--- src/rtl/alu_exec_unit.sv ---
// ---------------------------------------------------------------------------
// alu_exec_unit
//
// Multi-cycle execute-stage controller on the driving side of an external
// combinational ALU. One request is accepted in IDLE. The unit then reads its
// operands from an internal register file, presents them to the ALU, captures
// the ALU result and flags, and writes them back. Each request takes four
// cycles: IDLE (handshake), READ, EXEC and WB.
//
// Ports
//   clk, rst_n            clock; synchronous active-low reset
//   req_valid/req_ready   request handshake (ready only in IDLE)
//   req_op                ALU opcode (0..9 legal, 10..31 illegal)
//   req_src, req_dest     source index and destination/second-operand index
//   req_imm_en, req_imm   use the immediate in place of R[req_src]
//   alu_a, alu_b, alu_op  operands and opcode sent to the ALU (registered)
//   alu_out, alu_flags    combinational ALU response
//   done, err             one-cycle pulses in WB (err for an illegal opcode)
//   result                last captured ALU output, held until the next WB
//   flags                 processor flags register
//   dbg_addr, dbg_data    combinational register-file read port
// ---------------------------------------------------------------------------
module alu_exec_unit #(
  parameter int DATA_W = 16,
  parameter int NREGS  = 16,
  parameter int OP_W   = 5,
  parameter int FLAG_W = 5,
  localparam int AW    = $clog2(NREGS)
) (
  input  logic              clk,
  input  logic              rst_n,
  input  logic              req_valid,
  output logic              req_ready,
  input  logic [OP_W-1:0]   req_op,
  input  logic [AW-1:0]     req_src,
  input  logic [AW-1:0]     req_dest,
  input  logic              req_imm_en,
  input  logic [DATA_W-1:0] req_imm,
  output logic [DATA_W-1:0] alu_a,
  output logic [DATA_W-1:0] alu_b,
  output logic [OP_W-1:0]   alu_op,
  input  logic [DATA_W-1:0] alu_out,
  input  logic [FLAG_W-1:0] alu_flags,
  output logic              done,
  output logic              err,
  output logic [DATA_W-1:0] result,
  output logic [FLAG_W-1:0] flags,
  input  logic [AW-1:0]     dbg_addr,
  output logic [DATA_W-1:0] dbg_data
);

  typedef enum logic [1:0] {IDLE, READ, EXEC, WB} state_t;

  localparam logic [OP_W-1:0] OP_CMP  = OP_W'(2);
  localparam logic [OP_W-1:0] OP_LAST = OP_W'(9);

  state_t              state;
  logic [DATA_W-1:0]   rf [NREGS];

  // Command registers, captured at the handshake and held for the whole op.
  logic [OP_W-1:0]     cmd_op;
  logic [AW-1:0]       cmd_src;
  logic [AW-1:0]       cmd_dest;
  logic                cmd_imm_en;
  logic [DATA_W-1:0]   cmd_imm;
  logic [FLAG_W-1:0]   flags_stage;

  logic                op_legal;
  assign op_legal = (cmd_op <= OP_LAST);

  assign dbg_data = rf[dbg_addr];

  // NOTE: every register here is written with <= so that all state reads the
  // pre-edge values of the others, regardless of statement order.
  always_ff @(posedge clk) begin
    if (!rst_n) begin
      state       <= IDLE;
      // NOTE: the register file must come up as all zeros, so it is cleared
      // explicitly; this keeps it in flops rather than a RAM macro.
      for (int i = 0; i < NREGS; i++) rf[i] <= '0;
      cmd_op      <= '0;
      cmd_src     <= '0;
      cmd_dest    <= '0;
      cmd_imm_en  <= 1'b0;
      cmd_imm     <= '0;
      flags_stage <= '0;
      alu_a       <= '0;
      alu_b       <= '0;
      alu_op      <= '0;
      result      <= '0;
      flags       <= '0;
      req_ready   <= 1'b1;
      done        <= 1'b0;
      err         <= 1'b0;
    end else begin
      // done/err are pulses: asserted only on the edge that enters WB.
      done <= 1'b0;
      err  <= 1'b0;
      unique case (state)
        IDLE: begin
          if (req_valid && req_ready) begin
            cmd_op     <= req_op;
            cmd_src    <= req_src;
            cmd_dest   <= req_dest;
            cmd_imm_en <= req_imm_en;
            cmd_imm    <= req_imm;
            req_ready  <= 1'b0;
            state      <= READ;
          end
        end
        READ: begin
          alu_a  <= cmd_imm_en ? cmd_imm : rf[cmd_src];
          alu_b  <= rf[cmd_dest];
          alu_op <= cmd_op;
          state  <= EXEC;
        end
        EXEC: begin
          result      <= alu_out;
          flags_stage <= alu_flags;
          done        <= 1'b1;
          err         <= !op_legal;
          state       <= WB;
        end
        WB: begin
          // Illegal opcodes leave both the register file and flags untouched;
          // CMP only updates flags.
          if (op_legal) begin
            flags <= flags_stage;
            if (cmd_op != OP_CMP) rf[cmd_dest] <= result;
          end
          req_ready <= 1'b1;
          state     <= IDLE;
        end
        default: state <= IDLE;
      endcase
    end
  end

endmodule

--- config.mk ---
export PLATFORM = sky130hd
export DESIGN_NAME = alu_exec_unit
export DESIGN_NICKNAME = d
export VERILOG_FILES = /design/src/rtl/alu_exec_unit.sv
export SDC_FILE = /design/constraint.sdc
export NUM_CORES = 1
export LEC_CHECK = 0
export CAP_MARGIN = 20
export CELL_PAD_IN_SITES_DETAIL_PLACEMENT = 0
export CELL_PAD_IN_SITES_GLOBAL_PLACEMENT = 1
export CORE_MARGIN = 1
export CORE_UTILIZATION = 40
export DETAILED_ROUTE_END_ITERATION = 16
export GPL_ROUTABILITY_DRIVEN = 1
export PLACE_DENSITY = 0.73
export SKIP_CTS_REPAIR_TIMING = 1
export SLEW_MARGIN = 10
export SYNTH_ARGS = -nofsm -noshare
export SYNTH_HDL_FRONTEND = slang
export SYNTH_SLANG_ARGS = --single-unit
--- constraint.sdc ---
create_clock -name clk -period 7.6 [get_ports clk]
set_input_delay 1.52 -clock clk [delete_from_list [all_inputs] [get_ports clk]]
set_output_delay 1.52 -clock clk [all_outputs]
set_load 0.1 [all_outputs]
==> out/results.txt, run 1 <==
status -> finished clean
hpwl dp -> 43.1 mm
RR Endpoint -> rf[9][13]$_SDFFCE_PN0P_
CP Class -> in -> out
multi-input logic area -> 0.00921 mm^2
Slowest-stage cell, CP -> clkdlybuf4s50_1
Core ar. -> 0.0479 mm^2
synth warn -> 0
DR vias -> 14.4k
Worst Setup Start Kind -> input pin
most frequent CP cell -> mux4_2
io pins -> 135
hold_sp -> cmd_src[3]$_SDFFE_PN0P_
I/O Buffers -> 134
initial core utilization -> 40.7%
initial antenna violation count -> 3
Clk pin slew, worst setup/hold paths -> 60 ps
leading cell type in the layout, fill and taps excluded -> and2_1
Worst Path Buf+Inv -> 3
Worst setup startpoint -> dbg_addr[0]
hold depth -> 2
crit-path max FO -> 37
Final #Nets -> 1727
Synth Net Count -> 1629
final-report hold violation count -> 0
vias in the first global route -> 14.1k
period utilization -> 79.2%
Worst-Margin Slew -> 1210 ps
f_max -> 166 MHz
clock net sink count -> 358
Placement Setup Slack -> 1520 ps
FF-to-FF path depth -> 5
CTS Buf Count -> 43
Clk Tree Root Cell -> clkbuf_16
CP endpoint -> dbg_data[11]
Layout Skew -> 22.8 ps
drt pass-1 iters -> 5
max cap viols -> 0
crit path cell chain -> buf_4 > buf_12 > mux4_2 > mux4_2 > clkdlybuf4s50_1
most frequent cells in the layout -> and2_1 (258), edfxtp_1 (256), mux2i_1 (224), clkdlybuf4s50_1 (131), mux4_2 (112)
RePlAce Congestion -> 0.910
CTS tree -> done
reg2reg setup slack -> 4040 ps
DRC -> 0
first-pass GRT wire length -> 99.9 mm
Fillers -> 4229
GRT Total Usage -> 28.1%
Setup TNS -> 0 ps
worst r2r src -> cmd_dest[0]$_SDFFE_PN0P_
Cells after Synth -> 1566
Distinct cells, synth -> 38
share of cells above drive strength 1 -> 15.5%
Critical Path RT -> 6080 ps
CTS max path bufs -> 3
synthesized area -> 0.0195 mm^2
Reg area -> 0.00974 mm^2
WP data arrival -> 4500 ps
slowest cell delay on critical path -> 990 ps
Final min period -> 6020 ps
Antenna diodes -> 0
Avg Cell Area, Syn -> 12.5 um^2
row count -> 80
pin count of the biggest net entering global routing -> 65
setup ws final -> 1580 ps
die area -> 0.0497 mm^2
initial DRC count -> 1571
Seq cells post-synth -> 358
P&R area growth vs syn -> 17.4%
Die Wd -> 223 um
Slew Viols, Final -> 0
Crit path max-delay family -> buffers and inverters
max_slew headroom -> 19.3%
WP depth -> 5
Detailed Route WL -> 70.0 mm
Die Y -> 223 um
DR vias/cell -> 6.24
Clock Latency Late Sink -> 570 ps
RSZ-0062 raised after global routing -> false
remaining antenna violation count -> 0
Setup-failing EPs final -> 0
Pleak -> 7.55 nW
Peak VDD IR -> 139 uV
DR WL/cell -> 30.2 um
Min-Delay Path Class -> reg -> reg
PD cells -> 280 mW/mm^2
H-tree Lvls -> 2
Worst Setup End Kind -> primary output
total gr overflow -> 0
Seq/Total Area, Yosys -> 49.9%
==> worst reg2reg max path, delay by kind of cell (launching register included) <==
| family | cells | cell delay [ps] |
|---|---|---|
| flops | 1 | 760 |
| buf+inv | 2 | 890 |
| simple gates | 3 | 1560 |
==> flip-flops by register name, indices dropped and copies added, names as in the netlist, 4 cells and up, named ones only <==
name	count
rf	256
alu_a	16
alu_b	16
cmd_imm	16
result	16
alu_op	5
cmd_op	5
flags	5
flags_stage	5
cmd_dest	4
cmd_src	4
==> cell usage after synthesis <==
library cell | number | area, um^2
o2111ai_1 | 16 | 140
nor2b_1 | 36 | 225
nand3_1 | 3 | 15.0
clkbuf_1 | 101 | 379
o21ai_0 | 16 | 80.1
o311a_1 | 1 | 10.0
a221oi_1 | 16 | 140
buf_1 | 14 | 52.6
mux4_2 | 112 | 2520
dfxtp_1 | 102 | 2040
a21boi_1 | 32 | 240
ha_1 | 5 | 62.6
o221ai_1 | 15 | 131
a211oi_1 | 1 | 7.51
a21oi_1 | 30 | 150
nor4_2 | 15 | 188
o21ai_1 | 17 | 85.1
o211ai_1 | 1 | 7.51
or2_2 | 1 | 6.26
or3_1 | 1 | 6.26
inv_2 | 1 | 3.75
and2_1 | 258 | 1610
nand3b_1 | 4 | 30.0
and3_1 | 1 | 6.26
mux2i_1 | 224 | 2240
nor2_1 | 50 | 188
or2_1 | 1 | 6.26
or3b_1 | 3 | 26.3
nor4_1 | 1 | 6.26
a31oi_1 | 17 | 106
edfxtp_1 | 256 | 7690
o41ai_4 | 1 | 27.5
nand2b_1 | 18 | 113
buf_2 | 28 | 140
nor4b_1 | 15 | 131
nand2_1 | 99 | 372
inv_1 | 5 | 18.8
o22ai_1 | 49 | 307
==> worst min path at each step <==
stage / to / slack (ps)
2_1_floorplan: cmd_imm[15]$_SDFFE_PN0P_ / 430
3_3_place_gp: flop / 440
3_5_place_dp: flop / 450
4_1_cts: cmd_src[0]$_SDFFE_PN0P_ / 460
5_1_grt: flop / 480
6_report: flop / 450
==> stage by stage <==
step	util (%)	std cells	hold WS, ps	total power, mW	instance area [um^2]
after floorplan	-	1566	430	3.82	19500
after global placement	44.9	2231	437	4.40	21500
after detailed placement	45.0	2233	446	4.44	21600
after CTS	47.7	2312	461	6.42	22900
after global routing	47.8	2313	478	6.61	22900
final	47.8	2313	454	6.42	22900
==> report_power, final <==
group          leakage [nW]  switching (mW)  internal, mW
logic                  3.42            1.32         0.622
clock network         0.648           0.846          1.15
registers              3.48           0.233          2.25
==> routing by layer <==
metal  track usage, %  part of all wire [%]  vias up
met5                0                     0        -
met4             12.4                   4.4        0
met3             7.89                    12      178
met2             43.0                    45     1026
met1             37.2                    39     7131
li1                 -                     -     6095
==> layout make-up <==
cell class	count	share of cell area, %
Timing Repair Buffer	196	8.00
Tap cell	615	3.36
Inverter	6	0.0983
Clock buffer	54	5.06
Sequential cell	358	42.5
Multi-Input combinational cell	1059	40.2
Clock inverter	25	0.781
==> cells by family (layout without fill, tap and decap cells) <==
| kind of cell | count (synthesis) | after routing | share of synthesized area, % |
|---|---|---|---|
| compound gates | 212 | 212 | 7.34 |
| buf+inv | 149 | 281 | 3.05 |
| flops | 358 | 358 | 49.9 |
| fa+ha+maj | 5 | 5 | 0.321 |
| simple gates | 506 | 506 | 15.0 |
| mux | 336 | 336 | 24.4 |
(Power assumes the default switching activity.)
==> run 2, diff against run 1 <==
PLACE_DENSITY = 0.76   (was 0.73)
clock period = 4.9 ns   (was 7.6 ns; I/O delays follow)
==> out/results.txt, run 2 (synthesis gave the netlist of run 1 again) <==
status -> finished clean
WP data arrival -> 3010 ps
period utilization -> 81.5%
Worst Setup End Kind -> primary output
io pins -> 135
crit path cell chain -> buf_4 > buf_4 > mux4_2 > mux4_2 > buf_12
I/O Buffers -> 134
hpwl dp -> 44.4 mm
Die Y -> 223 um
max cap viols -> 0
initial DRC count -> 1594
f_max -> 250 MHz
die area -> 0.0497 mm^2
DRC -> 0
leading cell type in the layout, fill and taps excluded -> and2_1
Crit path max-delay family -> multiplexers
total gr overflow -> 0
Worst Path Buf+Inv -> 3
Detailed Route WL -> 68.3 mm
clock net sink count -> 358
row count -> 80
H-tree Lvls -> 2
Worst-Margin Slew -> 1180 ps
first-pass GRT wire length -> 98.1 mm
P&R area growth vs syn -> 18.9%
Reg with most FFs -> rf
worst hold slack -> 452 ps
PD cells -> 437 mW/mm^2
Die Wd -> 223 um
Final Cell Area -> 0.0232 mm^2
Slew Viols, Final -> 0
DP Area -> 0.0217 mm^2
Peak VDD IR -> 198 uV
DR vias/cell -> 6.20
remaining antenna violation count -> 0
GRT Total Usage -> 27.4%
Clk Tree Root Cell -> clkbuf_16
Clk pin slew, worst setup/hold paths -> 60 ps
initial core utilization -> 40.7%
DR vias -> 14.3k
slowest cell delay on critical path -> 560 ps
share of cells above drive strength 1 -> 17.0%
Critical Path RT -> 3920 ps
Antenna diodes -> 0
RePlAce Congestion -> 0.946
Setup TNS -> 0 ps
drt pass-1 iters -> 5
final-report hold violation count -> 0
Core ar. -> 0.0479 mm^2
Slowest-stage cell, CP -> mux4_2
pin count of the biggest net entering global routing -> 75
Setup-failing EPs final -> 0
Final min period -> 3990 ps
max FFs per register -> 256
crit-path max FO -> 20
Pleak -> 7.70 nW
CP Class -> in -> out
Worst Setup Start Kind -> input pin
RSZ-0062 raised after global routing -> false
Layout Skew -> 37.0 ps
CTS Buf Count -> 43
vias in the first global route -> 14.1k
most frequent cells in the layout -> and2_1 (258), edfxtp_1 (256), mux2i_1 (224), clkdlybuf4s50_1 (115), mux4_2 (112)
Final #Nets -> 1728
CTS max path bufs -> 3
CTS tree -> done
Clock Latency Late Sink -> 600 ps
Min-Delay Path Class -> reg -> reg
max_slew headroom -> 21.4%
initial antenna violation count -> 3
DR WL/cell -> 29.5 um
[run 2: changes by cell type in the layout (fill, tap and decap cells not counted), moves of 3 or more]
cell	change
clkinv_1	-5
buf_12	+19
bufinv_16	+3
clkdlybuf4s50_1	-16
inv_6	+3
clkinvlp_4	-3
[run 2: path summary, 6_finish.rpt]
path	startpoint	cells past startpoint	to	slack (ps)
min	cmd_src[0]$_SDFFE_PN0P_	2	flop	450
max reg2reg	cmd_op[2]$_SDFFE_PN0P_	7	rf[7][7]$_SDFFCE_PN0P_	1670
max	dbg_addr[0]	5	dbg_data[12]	910
min reg2reg	cmd_src[0]$_SDFFE_PN0P_	2	flop	450
[run 2: final cells by class]
class	instances	area, um^2
fill	4168	24800
sequential	358	9740
multi-input combinational	1059	9210
timing repair buffer	197	2030
clock buffer	54	1160
tap	615	769
clock inverter	24	267
inverter	6	22.5
[run 2: per-layer routing]
layer	vias up	global-route usage [%]	share of wire, %
met5	-	0	0
met4	0	12.5	4.5
met3	198	7.73	11
met2	987	42.6	46
met1	7066	35.5	39
li1	6092	-	-
[run 2: tightest hold or removal path: cells and delay by family (launching register included)]
family          cells  cell delay [ps]
compound gates      1               60
simple gates        1               50
flops               1              300
[run 2: stage by stage]
step	cells	utilization, %	worst slack, ps	total power, mW
finish	2313	48.4	906	10.1
global route	2313	48.4	827	10.5
CTS	2311	48.3	894	10.1
detailed placement	2233	45.3	891	6.89
global placement	2233	45.3	917	6.86
floorplan	1566	-	979	5.92
[run 2: where the power goes]
group / switching [mW] / internal (mW) / total (mW) / leakage, nW
registers: 0.425 / 3.49 / 3.91 / 3.48
logic: 1.96 / 0.999 / 2.96 / 3.52
clock network: 1.32 / 1.95 / 3.28 / 0.706
total: 3.71 / 6.44 / 10.1 / 7.70
